### src/rtl/mips_mem_pkg.sv
// Shared types and constants for the MIPS memory arbiter: FSM states, grant
// encodings and the word-alignment helper used on the Avalon address.
package mips_mem_pkg;

   typedef enum logic [1:0] {
      IDLE = 2'd0,
      BUS  = 2'd1,
      DONE = 2'd2
   } arb_state_t;

   typedef enum logic [1:0] {
      GNT_NONE = 2'd0,
      GNT_I    = 2'd1,
      GNT_D    = 2'd2,
      GNT_WB   = 2'd3
   } grant_t;

   localparam logic [3:0] BE_ALL = 4'b1111;

   function automatic logic [31:0] word_addr(input logic [31:0] a);
      return {a[31:2], 2'b00};
   endfunction

endpackage

### src/rtl/mips_arb_pick.sv
// Combinational grant selection: a full or starved write buffer wins, then
// the D-cache, then the I-cache, then an ordinary write-buffer drain.
module mips_arb_pick
   import mips_mem_pkg::*;
(
   input  logic   i_i_req,
   input  logic   i_d_req,
   input  logic   i_wb_valid,
   input  logic   i_wb_full,
   input  logic   i_starve,
   output grant_t o_grant
);

   always_comb begin
      o_grant = GNT_NONE;
      if (i_wb_full || (i_wb_valid && i_starve)) begin
         o_grant = GNT_WB;
      end else if (i_d_req) begin
         o_grant = GNT_D;
      end else if (i_i_req) begin
         o_grant = GNT_I;
      end else if (i_wb_valid) begin
         o_grant = GNT_WB;
      end
   end

endmodule

### src/rtl/mips_mem_arbiter.sv
// Shares one Avalon-MM master between I-cache refill, D-cache refill and the
// write-buffer drain, one transaction at a time, with bounded write starvation.
module mips_mem_arbiter
   import mips_mem_pkg::*;
#(
   parameter int STARVE_LIMIT = 4
) (
   input  logic        clk,
   input  logic        rst,
   input  logic        i_read,
   input  logic [31:0] i_addr,
   output logic [31:0] i_readdata,
   output logic        i_ready,
   input  logic        d_read,
   input  logic [31:0] d_addr,
   output logic [31:0] d_readdata,
   output logic        d_ready,
   input  logic        wb_valid,
   input  logic        wb_full,
   input  logic [31:0] wb_addr,
   input  logic [31:0] wb_data,
   input  logic [3:0]  wb_byteenable,
   output logic        wb_pop,
   output logic [31:0] avm_address,
   output logic        avm_read,
   output logic        avm_write,
   output logic [31:0] avm_writedata,
   output logic [3:0]  avm_byteenable,
   input  logic [31:0] avm_readdata,
   input  logic        avm_waitrequest
);

   localparam int SW = $clog2(STARVE_LIMIT + 1);
   localparam logic [SW-1:0] STREAK_MAX = SW'(STARVE_LIMIT);

   arb_state_t    r_state, w_state_next;
   grant_t        r_grant, w_grant_next;
   logic [SW-1:0] r_streak, w_streak_next;
   logic [31:0]   r_avm_address, w_avm_address_next;
   logic          r_avm_read, w_avm_read_next;
   logic          r_avm_write, w_avm_write_next;
   logic [31:0]   r_avm_writedata, w_avm_writedata_next;
   logic [3:0]    r_avm_byteenable, w_avm_byteenable_next;
   logic [31:0]   r_i_readdata, w_i_readdata_next;
   logic [31:0]   r_d_readdata, w_d_readdata_next;
   logic          r_i_ready, w_i_ready_next;
   logic          r_d_ready, w_d_ready_next;
   logic          r_wb_pop, w_wb_pop_next;

   grant_t        w_pick;
   logic          w_starve;

   assign w_starve = (r_streak == STREAK_MAX);

   mips_arb_pick u_pick (
      .i_i_req    (i_read),
      .i_d_req    (d_read),
      .i_wb_valid (wb_valid),
      .i_wb_full  (wb_full),
      .i_starve   (w_starve),
      .o_grant    (w_pick)
   );

   always_ff @(posedge clk or negedge rst) begin
      if (!rst) begin
         r_state          <= IDLE;
         r_grant          <= GNT_NONE;
         r_streak         <= '0;
         r_avm_address    <= '0;
         r_avm_read       <= 1'b0;
         r_avm_write      <= 1'b0;
         r_avm_writedata  <= '0;
         r_avm_byteenable <= '0;
         r_i_readdata     <= '0;
         r_d_readdata     <= '0;
         r_i_ready        <= 1'b0;
         r_d_ready        <= 1'b0;
         r_wb_pop         <= 1'b0;
      end else begin
         r_state          <= w_state_next;
         r_grant          <= w_grant_next;
         r_streak         <= w_streak_next;
         r_avm_address    <= w_avm_address_next;
         r_avm_read       <= w_avm_read_next;
         r_avm_write      <= w_avm_write_next;
         r_avm_writedata  <= w_avm_writedata_next;
         r_avm_byteenable <= w_avm_byteenable_next;
         r_i_readdata     <= w_i_readdata_next;
         r_d_readdata     <= w_d_readdata_next;
         r_i_ready        <= w_i_ready_next;
         r_d_ready        <= w_d_ready_next;
         r_wb_pop         <= w_wb_pop_next;
      end
   end

   always_comb begin
      w_state_next          = r_state;
      w_grant_next          = r_grant;
      w_streak_next         = r_streak;
      w_avm_address_next    = r_avm_address;
      w_avm_read_next       = r_avm_read;
      w_avm_write_next      = r_avm_write;
      w_avm_writedata_next  = r_avm_writedata;
      w_avm_byteenable_next = r_avm_byteenable;
      w_i_readdata_next     = r_i_readdata;
      w_d_readdata_next     = r_d_readdata;
      w_i_ready_next        = 1'b0;
      w_d_ready_next        = 1'b0;
      w_wb_pop_next         = 1'b0;

      case (r_state)
         IDLE: begin
            if (!wb_valid) begin
               w_streak_next = '0;
            end
            w_grant_next = w_pick;
            case (w_pick)
               GNT_WB: begin
                  w_state_next          = BUS;
                  w_streak_next         = '0;
                  w_avm_address_next    = word_addr(wb_addr);
                  w_avm_write_next      = 1'b1;
                  w_avm_writedata_next  = wb_data;
                  w_avm_byteenable_next = wb_byteenable;
               end
               GNT_D, GNT_I: begin
                  w_state_next          = BUS;
                  w_avm_address_next    = word_addr((w_pick == GNT_D) ? d_addr : i_addr);
                  w_avm_read_next       = 1'b1;
                  w_avm_writedata_next  = '0;
                  w_avm_byteenable_next = BE_ALL;
                  // Only reads that bypass a waiting write count toward starvation.
                  if (wb_valid && !w_starve) begin
                     w_streak_next = r_streak + SW'(1);
                  end
               end
               default: ;
            endcase
         end
         BUS: begin
            if (!avm_waitrequest) begin
               w_state_next     = DONE;
               w_avm_read_next  = 1'b0;
               w_avm_write_next = 1'b0;
               case (r_grant)
                  GNT_I: begin
                     w_i_readdata_next = avm_readdata;
                     w_i_ready_next    = 1'b1;
                  end
                  GNT_D: begin
                     w_d_readdata_next = avm_readdata;
                     w_d_ready_next    = 1'b1;
                  end
                  GNT_WB:  w_wb_pop_next = 1'b1;
                  default: ;
               endcase
            end
         end
         DONE: begin
            w_state_next = IDLE;
            w_grant_next = GNT_NONE;
         end
         default: begin
            w_state_next = IDLE;
            w_grant_next = GNT_NONE;
         end
      endcase
   end

   assign i_readdata     = r_i_readdata;
   assign i_ready        = r_i_ready;
   assign d_readdata     = r_d_readdata;
   assign d_ready        = r_d_ready;
   assign wb_pop         = r_wb_pop;
   assign avm_address    = r_avm_address;
   assign avm_read       = r_avm_read;
   assign avm_write      = r_avm_write;
   assign avm_writedata  = r_avm_writedata;
   assign avm_byteenable = r_avm_byteenable;

endmodule

### config.mk
export PLATFORM = sky130hd
export DESIGN_NAME = mips_mem_arbiter
export DESIGN_NICKNAME = d
export VERILOG_FILES = /design/src/rtl/mips_mem_pkg.sv /design/src/rtl/mips_arb_pick.sv /design/src/rtl/mips_mem_arbiter.sv
export SDC_FILE = /design/constraint.sdc
export NUM_CORES = 1
export LEC_CHECK = 0
export BUFFER_PORTS_ARGS = -buffer_cell sky130_fd_sc_hd__buf_4
export CORE_ASPECT_RATIO = 1.1
export CORE_MARGIN = 5
export CORE_UTILIZATION = 42
export CTS_CLUSTER_DIAMETER = 30
export DETAILED_ROUTE_END_ITERATION = 16
export MAX_ROUTING_LAYER = met4
export PLACE_DENSITY = 0.77
export SLEW_MARGIN = 20
export SYNTH_ARGS = -nofsm -noshare
export SYNTH_HDL_FRONTEND = slang
export SYNTH_SLANG_ARGS = --single-unit
### constraint.sdc
create_clock -name clk -period 2.3 [get_ports clk]
set_clock_uncertainty 0.15 [all_clocks]
set_input_delay 0 -clock clk [delete_from_list [all_inputs] [get_ports clk]]
set_output_delay 0 -clock clk [all_outputs]
set_load 0.05 [all_outputs]
Yosys cells after proc, flatten, opt, wreduce, memory -nomap -nowiden --
Index checks and enable logic that the tools add are counted.
Word-level totals: register bits 144, bits of input ports 171, logic and storage cells 71
Cells by class: add/subtract/negate cells 1, eq/ne operators 12, mux-type cells 29, bitwise logic cells 1, reductions and logical operators 15
Operators with widths (number):
- $pmux W32 S2 | 2
- $mux W32 | 1
- $mux W1 | 12
- $mux W2 | 6
- $reduce_and A3 Y1 | 4
- $eq A2 B2 Y1 const B | 4
- $pmux W2 S2 | 2
- $pmux W4 S2 | 1
- $eq A2 B1 Y1 const B | 3
- $mux W3 | 2
- $pmux W3 S2 | 1
- $ne A2 B1 Y1 const B | 2
- $ne A2 B2 Y1 const B | 2
- $pmux W1 S2 | 2
- $reduce_and A2 Y1 | 2
- $reduce_bool A2 Y1 | 2
- $add A3 B1 Y3 const B | 1
- $eq A3 B3 Y1 const B | 1
- $reduce_or A3 Y1 | 1
- $logic_and A1 B1 Y1 | 2
- $logic_not A2 Y1 | 1
- $reduce_or A2 Y1 | 1
- $logic_not A1 Y1 | 1
- $logic_or A1 B1 Y1 | 1
- $not A1 Y1 | 1

Depth between registers and ports, before layout --
Gate-level depths: netlist of run 1.
word-level depth 8, mapped depth 12

By module --
From an unflattened synthesis of run 1, not the netlist that was laid out.
Second synthesis, totals: cells, all modules 523, area total of the unflattened synthesis 6213.5 um^2
Modules (own cells, without submodules):
- mips_mem_arbiter | times used 1, cells each 517, area each 6175.9 um^2, sequential area each 3553.4 um^2
- mips_arb_pick | times used 1, cells each 6, area each 37.5 um^2, sequential area each 0.0 um^2

Least setup slack after synthesis of run 1 --
OpenSTA, ideal clock, no wires.
path type register to register, start point register r_streak[0], end point register r_avm_writedata[26] (netlist: avm_writedata[26]), arrival 2278 ps, required time 2031 ps, slack -247 ps, cell stages (with the launch flop) 12, path buffers 3, clock period less this slack 2547 ps, cell sequence dfrtp_1 inv_1 ha_1 nand2_1 a21boi_0 or3_1 ha_1 clkbuf_1 clkbuf_1 clkbuf_1 nand3b_1 nand2_1
Between the ends: cells in the longest elaborated chain, start to end 8
Ends and longest elaborated chain:
- from (decl) | line mips_mem_arbiter.sv:38 | logic [SW-1:0] r_streak, w_streak_next;
- from (signal assigned) | line mips_mem_arbiter.sv:82 | r_streak <= w_streak_next;
- $eq A3 B3 Y1 * | line mips_mem_arbiter.sv:53 | assign w_starve = (r_streak == STREAK_MAX);
- $logic_and A1 B1 Y1 * | line mips_arb_pick.sv:16 | if (i_wb_full || (i_wb_valid && i_starve)) begin
- $logic_or A1 B1 Y1 * | line mips_arb_pick.sv:16
- $mux W2 * | line mips_arb_pick.sv:16
- $eq A2 B2 Y1 or $eq A2 B1 Y1 (tied branches) | line mips_mem_arbiter.sv:117 | case (w_pick)
- $reduce_or A2 Y1 | line mips_mem_arbiter.sv:117
- $reduce_bool A2 Y1 (no source line)
- $reduce_and A2 Y1 (no source line)
- to (signal assigned) | line mips_mem_arbiter.sv:86 | r_avm_writedata <= w_avm_writedata_next;
- to (decl) | line mips_mem_arbiter.sv:42 | logic [31:0] r_avm_writedata, w_avm_writedata_next;
Mark *: on every way between the ends. The rest lies on a longest branch, timed or not. A chain may end at the register's enable or synchronous reset.

Final worst setup path of run 1 --
start point register r_streak[0], end point register r_avm_address[26] (netlist: avm_address[26])
Between the ends: cells in the longest elaborated chain, start to end 8
Ends and longest elaborated chain:
- $eq A3 B3 Y1 * | line mips_mem_arbiter.sv:53
- $logic_and A1 B1 Y1 * | line mips_arb_pick.sv:16
- $logic_or A1 B1 Y1 * | line mips_arb_pick.sv:16
- $mux W2 * | line mips_arb_pick.sv:16
- $eq A2 B2 Y1 or $eq A2 B1 Y1 (tied branches) | line mips_mem_arbiter.sv:117, mips_mem_arbiter.sv:128
- $reduce_or A2 Y1 | line mips_mem_arbiter.sv:117
- $reduce_bool A2 Y1 (no source line)
- $reduce_and A2 Y1 (no source line)
- to (signal assigned) | line mips_mem_arbiter.sv:83 | r_avm_address <= w_avm_address_next;
- to (decl) | line mips_mem_arbiter.sv:39 | logic [31:0] r_avm_address, w_avm_address_next;
Mark *: on every way between the ends. The rest lies on a longest branch, timed or not. The select of a mux whose other input is x is not followed.

==> results.toml, run 1 <==
[run_status]
status = "complete, but fails checks"
violations = "negative setup slack"

[cells_and_area]
drive_above_1_share_pct = 52.5
fin_util_pct = 83.3
fillers = 613
area_delta_synth_final_pct = 93.3
finalNetCount = 1195
finalInstanceArea_um2 = 12100

[worst_setup_path]
path_max_fanout = 5
crit_required_ps = 2500
cp-startpoint = "r_streak[0]$_DFFE_PN0P_"
rrSetupSlack_ps = -370
startpoint_type = "flip-flop"
arrival_ps = 2870
critPathMostFrequentCell = "ha_4"
slowest_stage = "a211oi_1"
worstPathCellList = "inv_2 > ha_4 > nand2_4 > a21boi_4 > or3_4 > buf_6 > ha_4 > buf_12 > mux2i_1 > a211oi_1 > a21o_1"
r2r_end = "avm_address[26]$_DFFE_PN0P_"
r2r_start = "r_streak[0]$_DFFE_PN0P_"
critPathKind = "reg -> reg"
r2r_cells = 11
end_kind = "flip-flop"
endpoint = "avm_address[26]$_DFFE_PN0P_"
crit_path_max_incr_delay_ps = 480

[routing]
drc_errors = 0
drt_iter0_drc = 756
via_per_inst = 5.71
via_count = 7012
first_pass_iters = 5
drt.antenna.violating_nets = 0
drt_wl_total_um = 31800
avgRoutedWirePerCell_um = 25.9

[place]
pre_cts_slack_ps = -189
gp_congestion = 0.884
place_area_um2 = 8830
numPortBuffers = 299
dp.final_hpwl_um = 14200

[logic_synthesis]
ys.flop_type = "dfrtp_1"
synth_edf_count = 0
synth-seq-cells = 142
synth_cells = 524
synth.avg_cell_area_um2 = 11.9
yosysTopAreaCell = "dfrtp_1"
ys_seq_area_share_pct = 56.8
synth_common_cells = "dfrtp_1 (142), nand2_1 (74), mux2_2 (64), nor2_1 (33), nand3b_1 (32)"
yosysMostFrequentCell = "dfrtp_1"
yosysWarnings = 0
ys_async_sr_fraction_pct = 100
ys_types = 34
yosys-top-cells-area = "dfrtp_1 (57%), mux2_2 (12%), mux2i_1 (4.8%), nand2_1 (4.4%), nand3b_1 (3.8%)"
syn-cell-area_um2 = 6250
synth_top_area_share_pct = 56.8

[grt]
grt_max_degree = 70
antenna_found_initial = 2
gr-total-overflow = 0
grt_pass1_vias = 7494
grt_usage_pct = 31.4
grt_pass1_wl_um = 41000

[power]
ir_drop_v = 0.000979
leakagePower_nw = 5.85
p_per_area_nw_per_um2 = 1510

[floorplanning]
io_pins = 308
design.core.area_um2 = 14500
dieArea_um2 = 17400
die_w_um = 126
rows = 46
start_util_pct = 43.1
die_h_um = 138

[sta]
relSlewSlack_pct = 65.5
worst_slew_pin_slew_ps = 518
fin_ws_ps = -365
max_freq_mhz = 375
finalHoldViolations = 0
grt_setup_unrepaired = "yes"
final-setup-viol-count = 69
post-route-period-util_pct = 116
drv_slew = 0
min_period_ps = 2670

[clocking]
cts_max_level = 4
cts_sinks = 142
cts_tree = "built"
root_buffer = "clkbuf_16"
cts_made_buffers = 17
clockBufferDepth = 2
clk_pin_slew_worst_paths_ps = 60
insertion_delay_ps = 410

[min_path]
hold_class = "in -> reg"

[job]
cap_violations = 0
[critical path, delay by kind of cell (launching register included)]
family | cells | cell delay [ps]
compound gates | 3 | 710
fa+ha+maj | 2 | 380
buf+inv | 3 | 380
flops | 1 | 400
mux | 1 | 120
simple gates | 2 | 460
[layer usage]
| layer | wire, um | up-vias | GRT usage (%) | share of wire, % |
|---|---|---|---|---|
| met2 | 15400 | 631 | 53.6 | 49 |
| met4 | 2420 | 0 | 19.0 | 7.6 |
| li1 | - | 2818 | - | - |
| met1 | 10500 | 3355 | 33.1 | 33 |
| met5 | 0 | - | - | 0 |
| met3 | 3400 | 208 | 7.82 | 11 |
[worst min-delay path by stage]
stage / startpoint / end / cells after the start
final: wb_full / avm_write$_DFFE_PN0P_ / 5
after global routing: wb_full / avm_write$_DFFE_PN0P_ / 5
after CTS: wb_full / avm_write$_DFFE_PN0P_ / 5
after detailed placement: rst / i_readdata[16]$_DFFE_PN0P_ / 1
after global placement: rst / d_readdata[14]$_DFFE_PN0P_ / 1
after floorplan: rst / avm_address[10]$_DFFE_PN0P_ / 0
[placed cells by master (no fill, tap or decap), types with 3 or more instances in the layout]
master         synthesis  routed
a21oi_1                4       4
a211oi_2               0      20
diode_2                0       3
ha_4                   0       3
o21ai_1                0       4
buf_4                  4     314
mux2i_1               30      13
inv_1                  7       5
mux2i_2                0       5
buf_12                 0      13
nand3b_1              32      32
buf_6                  8      10
nand2_2                0      36
nand2_1               74      35
dlygate4sd3_1          0     165
clkbuf_16              0      22
nor2_1                33      32
dfrtp_1              142     142
buf_16                 0       6
a21o_1                30      30
inv_6                  0       4
nand2_4                0       3
a211oi_1              31       8
a211oi_4               0       3
o21ai_0                9       4
clkinv_4               0       3
mux2_2                64      64
mux2i_4                0      12
[where the power goes]
group | internal (mW) | switching (mW) | leakage, nW
registers | 3.68 | 0.951 | 1.75
clock network | 1.65 | 1.19 | 0.290
logic | 3.87 | 6.92 | 3.81
[state kept, by name (all words and copies together) (netlist names)]
register        cells
i_readdata         32
r_state             2
avm_address        30
r_streak            3
avm_writedata      32
avm_write           1
i_ready             1
d_readdata         32
wb_pop              1
avm_read            1
avm_byteenable      4
r_grant             2
d_ready             1
[stage by stage]
stage / TNS, ps / power [mW] / cells / hold slack [ps]
2_1_floorplan: -963 / 10.3 / 525 / -446
3_3_place_gp: -3120 / 13.0 / 1001 / -183
3_5_place_dp: -7920 / 13.3 / 1001 / -170
4_1_cts: -163 / 16.8 / 1207 / 55.5
5_1_grt: -11690 / 18.8 / 1226 / 111
6_report: -9460 / 18.3 / 1227 / 97.4
[kinds of logic (layout without fill, tap and decap cells)]
family | after synthesis | count (layout) | share of synthesized area (%)
mux | 95 | 95 | 16.5
simple gates | 153 | 153 | 12.0
compound gates | 81 | 81 | 9.29
buf+inv | 47 | 554 | 4.30
flops | 142 | 142 | 56.8
other cells | 1 | 5 | 0.0600
fa+ha+maj | 5 | 5 | 1.00
[what timing repair did]
| item | 4_1_cts | 5_1_grt |
|---|---|---|
| pin swaps | 26 | 14 |
| buffers inserted | 3 | 9 |
| hold buffers | 165 | 0 |
| setup endpoints to repair | 69 | 69 |
| endpoints found under the hold margin | 282 | 0 |
| resized for setup | 48 | 86 |
| gates cloned | 6 | 9 |
[cell type report]
class | instances | area (um^2) | share of cell area [%]
tap | 192 | 240 | 1.99
clock inverter | 14 | 158 | 1.30
sequential | 142 | 3550 | 29.4
multi-input combinational | 336 | 2960 | 24.5
antenna | 3 | 7.51 | 0.0621
timing repair buffer | 515 | 4700 | 38.9
clock buffer | 18 | 439 | 3.63
inverter | 7 | 26.3 | 0.217
Power figures use the tool's default switching activity.
==> run 2: changes to the inputs <==
CORE_UTILIZATION = 43   (was 42)
CTS_BUF_LIST = sky130_fd_sc_hd__clkbuf_2 sky130_fd_sc_hd__clkbuf_4 sky130_fd_sc_hd__clkbuf_8   (was unset)
PLACE_DENSITY = 0.79   (was 0.77)
==> run 2 against run 1 <==
Die area fell by 2.1%. Design area down 3.7%. The flow still finishes with violations (negative setup slack). Critical path type unchanged. First-iteration DRC count is 32% lower. Clock power is 36% lower. Critical path depth is the same. Largest cell class unchanged. Total power shrank 9.3%. Largest power group unchanged.
==> results.toml, run 2 (synthesized netlist as in run 1, its figures left out) <==
[run_status]
status = "complete, but fails checks"
violations = "negative setup slack"

[sta]
min_period_ps = 2540
grt_setup_unrepaired = "yes"
max_freq_mhz = 393
worst_slew_pin_slew_ps = 737
drv_slew = 0
holdWs_ps = 24.2
fin_ws_ps = -245
finalHoldViolations = 0
relSlewSlack_pct = 50.9
final-setup-viol-count = 67
post-route-period-util_pct = 111

[place]
gp_congestion = 0.819
placed_cells = 1004
dp.final_hpwl_um = 13700
numPortBuffers = 299

[clocking]
root_buffer = "clkbuf_8"
insertion_delay_ps = 450
cts_made_buffers = 17
cts_max_level = 4
cts_tree = "built"
clockBufferDepth = 2
clk_pin_slew_worst_paths_ps = 80
cts_sinks = 142

[routing]
drt_wl_total_um = 29000
via_count = 6852
via_per_inst = 5.58
first_pass_iters = 5
drc_errors = 0
drt.antenna.violating_nets = 0
drt_iter0_drc = 511
avgRoutedWirePerCell_um = 23.6

[min_path]
hold_class = "in -> async"

[grt]
grt_pass1_vias = 7238
grt_pass1_wl_um = 39000
antenna_found_initial = 5
grt_max_degree = 80
grt_usage_pct = 30.2
gr-total-overflow = 0

[worst_setup_path]
r2r_cells = 11
critPathKind = "reg -> reg"
crit_required_ps = 2480
r2r_start = "r_streak[1]$_DFFE_PN0P_"
end_kind = "flip-flop"
arrival_ps = 2720
worstPathCellList = "inv_2 > ha_4 > nand2_4 > a21boi_4 > or3_4 > buf_6 > ha_4 > buf_16 > mux2i_1 > a211oi_2 > a21o_1"
slowest_stage = "or3_4"
path_max_fanout = 8
rrSetupSlack_ps = -240
r2r_end = "avm_address[31]$_DFFE_PN0P_"
crit_path_max_incr_delay_ps = 400
critPathMostFrequentCell = "ha_4"
startpoint_type = "flip-flop"

[job]
cap_violations = 0

[floorplanning]
die_w_um = 125
io_pins = 308
rows = 46
dieArea_um2 = 17100
design.core.area_um2 = 14300
die_h_um = 136
start_util_pct = 43.6

[cells_and_area]
finalNetCount = 1190
area_delta_synth_final_pct = 86.1
fillers = 661
final_cell_mix = "buf_4 (315), dlygate4sd3_1 (165), dfrtp_1 (142)"
final_common_cell = "buf_4"
fin_cells = 1227
drive_above_1_share_pct = 49.1

[power]
leakagePower_nw = 5.69
p_per_area_nw_per_um2 = 1420
ir_drop_v = 0.000953
run 2: cell types whose count changed in the layout (fill, tap and decap cells not counted), moves of 5 or more:
cell / change
nand2_1: +32
buf_6: -5
clkbuf_16: -15
clkbuf_8: +17
diode_2: +5
nand2_2: -30
run 2: how the worst max path moves through the flow:
| stage | startpoint | to | cells after the start |
|---|---|---|---|
| final | r_streak[1]$_DFFE_PN0P_ | avm_address[31]$_DFFE_PN0P_ | 11 |
| after global routing | r_streak[0]$_DFFE_PN0P_ | avm_address[31]$_DFFE_PN0P_ | 11 |
| after floorplan | r_streak[0]$_DFFE_PN0P_ | avm_address[10]$_DFFE_PN0P_ | 10 |
| after CTS | r_streak[0]$_DFFE_PN0P_ | avm_address[20]$_DFFE_PN0P_ | 11 |
| after detailed placement | r_streak[0]$_DFFE_PN0P_ | avm_address[7]$_DFFE_PN0P_ | 10 |
| after global placement | r_streak[0]$_DFFE_PN0P_ | avm_address[29]$_DFFE_PN0P_ | 10 |
run 2: cell type report:
cell class / instances / area, um^2 / area share, %
repair buffers: 510 / 4640 / 39.9
diodes: 8 / 20.0 / 0.172
clock buffers: 19 / 255 / 2.19
multi-input cells: 336 / 2810 / 24.2
inverters: 7 / 26.3 / 0.226
flip-flops and latches: 142 / 3550 / 30.5
well taps: 192 / 240 / 2.06
clock inverters: 13 / 91.3 / 0.785
run 2: power breakdown:
part / total [mW] / switching [mW] / internal [mW]
combinational: 10.2 / 6.63 / 3.58
clock: 1.81 / 1.03 / 0.785
sequential: 4.54 / 0.867 / 3.67
total: 16.6 / 8.53 / 8.04
run 2: metrics by stage:
stage                     worst slack (ps)  setup TNS (ps)  util, %  total power [mW]  area, um^2
after floorplan                      -48.2            -963        -              10.3        6280
after global placement                -124           -5360     61.6              13.0        8820
after detailed placement              -203          -10220     61.6              13.2        8820
after CTS                            -10.3           -27.5     77.6              15.6       11100
after global routing                  -293          -10460     81.1              17.1       11600
final                                 -245           -6300     81.2              16.6       11600
run 2: worst max-delay path: cells and delay by family (launching register included):
kind,cells,cell delay [ps]
buffers and inverters,3,370
AO/OA/AOI/OAI,3,430
flip-flops,1,380
adder cells (fa/ha/maj),2,380
AND/OR/NAND/NOR,2,480
multiplexers,1,230
run 2: metal layers:
| metal | wire length, um | GRT usage, % | up-vias | part of all wire [%] |
|---|---|---|---|---|
| met5 | 0 | - | - | 0 |
| met4 | 2180 | 18.2 | 0 | 7.5 |
| met3 | 3310 | 9.78 | 198 | 11 |
| met2 | 13800 | 48.4 | 579 | 48 |
| met1 | 9700 | 32.9 | 3262 | 33 |
| li1 | - | - | 2813 | - |
run 2: what timing repair did:
item,CTS,global route
hold buffers,165,0
cloned,6,7
pin swaps,12,22
endpoints found under the hold margin,283,0
buffers inserted,2,3
endpoints found under the setup margin,68,68
gates resized for setup,30,60
==> run 3: changes to the inputs <==
GPL_TIMING_DRIVEN = 0   (was unset)
PLACE_DENSITY = 0.9   (was 0.79)
SYNTH_HIERARCHICAL = 1   (was unset)
==> run 3 against run 2 <==
The run still ends with negative setup slack left. Combinational power increased by 5%. Utilization is 0.28 points higher. Cell count up 0.16%. Clock power up 17%. Non-clock buffer count rose by 9. Hold slack improved by 100 ps. Sequential power up 2%. Design area rose by 0.34%. Routed wire length down 6.3%. Largest cell class unchanged. Largest power group unchanged.
==> results.toml, run 3 <==
[min_path]
hold_depth = 6
hold_class = "in -> reg"
hp-start = "i_read"

[cells_and_area]
seqCellArea_um2 = 3550
fillers = 715
final_cell_mix = "buf_4 (311), dlygate4sd3_1 (164), dfrtp_1 (142)"
finalNetCount = 1198
multi_input_area_um2 = 2880
fin_cells = 1229
final_common_cell = "buf_4"
drive_above_1_share_pct = 52.0
area_delta_synth_final_pct = 87.9

[grt]
grt_usage_pct = 30.3
grt_max_degree = 89
antenna_found_initial = 2
grt_pass1_vias = 7227
gr-total-overflow = 0
grt_pass1_wl_um = 39200

[floorplanning]
die_h_um = 136
start_util_pct = 43.4
design.core.area_um2 = 14300
rows = 46
die_w_um = 125
io_pins = 308
dieArea_um2 = 17000

[worst_setup_path]
r2r_start = "r_streak[0]$_DFFE_PN0P_"
crit_required_ps = 2530
worstPathCellList = "inv_2 > ha_4 > nand2_2 > inv_2 > nand2b_4 > a211o_1 > inv_2 > ha_4 > or3_4 > clkbuf_16 > clkbuf_4 > a211oi_2 > a21o_1"
slowest_stage = "dfrtp_1"
r2r_cells = 13
cp-startpoint = "r_streak[0]$_DFFE_PN0P_"
crit_path_max_incr_delay_ps = 400
path_max_fanout = 10
startpoint_type = "flip-flop"
arrival_ps = 2880
critPathMostFrequentCell = "inv_2"
end_kind = "flip-flop"
critPathKind = "reg -> reg"

[logic_synthesis]
synth_cells = 523
ys_types = 30
yosys.area_share.simple_pct = 9.40
yosys-top-cells-area = "dfrtp_1 (57%), mux2_2 (11%), mux2i_1 (5.2%), a211oi_1 (3.7%), a21o_1 (3.6%)"
synth_edf_count = 0
synth_top_area_share_pct = 57.2
yosysTopAreaCell = "dfrtp_1"
synth_mux_area_share_pct = 16.9
synth_fa_ha_area_share_pct = 1.01
yosysWarnings = 6
synth_top_family_by_area = "multiplexers"
ys_async_sr_fraction_pct = 100
yosysMostFrequentCell = "dfrtp_1"
synth_common_cells = "dfrtp_1 (142), mux2_2 (61), o21ai_0 (41), nor2_1 (40), nand2_1 (38)"
synth-xor-area-share_pct = 0
synth-seq-cells = 142
syn-cell-area_um2 = 6210
ys.flop_type = "dfrtp_1"
synth_compound_area_share_pct = 11.6
synth.avg_cell_area_um2 = 11.9
ys_seq_area_share_pct = 57.2

[clocking]
root_buffer = "clkbuf_8"
clockBufferDepth = 2
clk_pin_slew_worst_paths_ps = 100
insertion_delay_ps = 440
cts_tree = "built"
cts_sinks = 142
cts_made_buffers = 17
cts_max_level = 4

[run_status]
violations = "negative setup slack"
status = "complete, but fails checks"

[place]
gp_congestion = 0.840
dp.final_hpwl_um = 14100
numPortBuffers = 299
placed_cells = 1016

[sta]
setup_tns_ps = -15200
fin_ws_ps = -349
drv_slew = 0
min_period_ps = 2650
final-setup-viol-count = 69
holdWs_ps = 128
grt_setup_unrepaired = "yes"
post-route-period-util_pct = 115
max_freq_mhz = 377
finalHoldViolations = 0

[routing]
via_per_inst = 5.39
drt_wl_total_um = 27200
drt.antenna.violating_nets = 0
drc_errors = 0
via_count = 6626
drt_iter0_drc = 428
first_pass_iters = 6
avgRoutedWirePerCell_um = 22.1

[power]
seqPwrFrac_pct = 26.5
ir_drop_v = 0.000822
p_int_mw = 8.60
p_clk_share_pct = 12.1
netSwitchingFraction_pct = 50.6
pwr-share-comb_pct = 61.3
p_per_area_nw_per_um2 = 1490
power_mw = 17.4
leakagePower_nw = 5.70
p_sw_mw = 8.80

[job]
cap_violations = 0
run 3: cell count changes after synthesis, moves of 2 or more:
cell and change:
buf_1 +6, buf_2 -13, buf_6 -2, clkbuf_1 +10
mux2_1 +3, mux2_2 -3, mux2i_1 +2, nand2_1 -36
nand2b_1 +32, nand3b_1 -32, nor2_1 +7, nor2b_1 -3
o21ai_0 +32
run 3: path summary, 6_finish.rpt:
kind	to	slack (ps)
max in group asynchronous	i_readdata[20]$_DFFE_PN0P_	760
worst min-delay path	r_grant[1]$_DFFE_PN0N_	130
worst min register to register	avm_writedata[19]$_DFFE_PN0P_	340
min in group asynchronous	d_readdata[5]$_DFFE_PN0P_	470
worst max register to register	avm_address[25]$_DFFE_PN0P_	-350
worst max-delay path	avm_address[25]$_DFFE_PN0P_	-350
run 3: stage by stage:
stage	setup slack (ps)	util [%]	area, um^2
finish	-349	81.5	11700
detailed placement	-388	62.3	8930
global placement	-363	62.0	8890
global route	-399	81.5	11700
floorplan	-49.2	-	6410
CTS	-179	79.5	11400
run 3: worst max-delay path, delay by kind of cell, from the launching register on:
family / cells / cell delay (ps)
AO/OA/AOI/OAI: 3 / 620
buffers and inverters: 5 / 610
AND/OR/NAND/NOR: 3 / 510
flip-flops: 1 / 400
adder cells (fa/ha/maj): 2 / 290
run 3: cell type report:
type | instances | share of cell area, %
antenna | 2 | 0.0429
buffer | 38 | 3.63
clock buffer | 21 | 2.42
clock inverter | 11 | 1.13
inverter | 8 | 0.257
multi-input combinational | 334 | 24.7
sequential | 142 | 30.4
tap | 192 | 2.06
timing repair buffer | 481 | 35.3
run 3: cells by family (layout without fill, tap and decap cells):
family,after synthesis,after routing
AND/OR/NAND/NOR,120,120
multiplexers,97,97
other,1,4
AO/OA/AOI/OAI,110,110
adder cells (fa/ha/maj),5,5
buffers and inverters,48,559
flip-flops,142,142
run 3: power groups by stage:
| stage | registers (mW) | logic [mW] | clock network (mW) |
|---|---|---|---|
| global route | 4.73 | 11.1 | 2.23 |
| CTS | 4.42 | 9.97 | 2.11 |
| detailed placement | 4.45 | 9.16 | 0 |
| finish | 4.62 | 10.7 | 2.11 |
| floorplan | 8.46 | 2.15 | 0 |
| global placement | 4.38 | 9.01 | 0 |
run 3: timing repair:
item	in CTS	in global routing
setup buffers	7	1
hold buffers	165	0
gates cloned	6	2
pin swaps	15	28
resized for setup	86	70
endpoints found under the hold margin	284	0
setup endpoints to repair	70	71
run 3: per-layer routing:
| metal | track usage, % | part of all wire [%] |
|---|---|---|
| met5 | - | 0 |
| met4 | 15.8 | 5.7 |
| met3 | 8.33 | 7.7 |
| met2 | 51.2 | 51 |
| met1 | 32.9 | 35 |
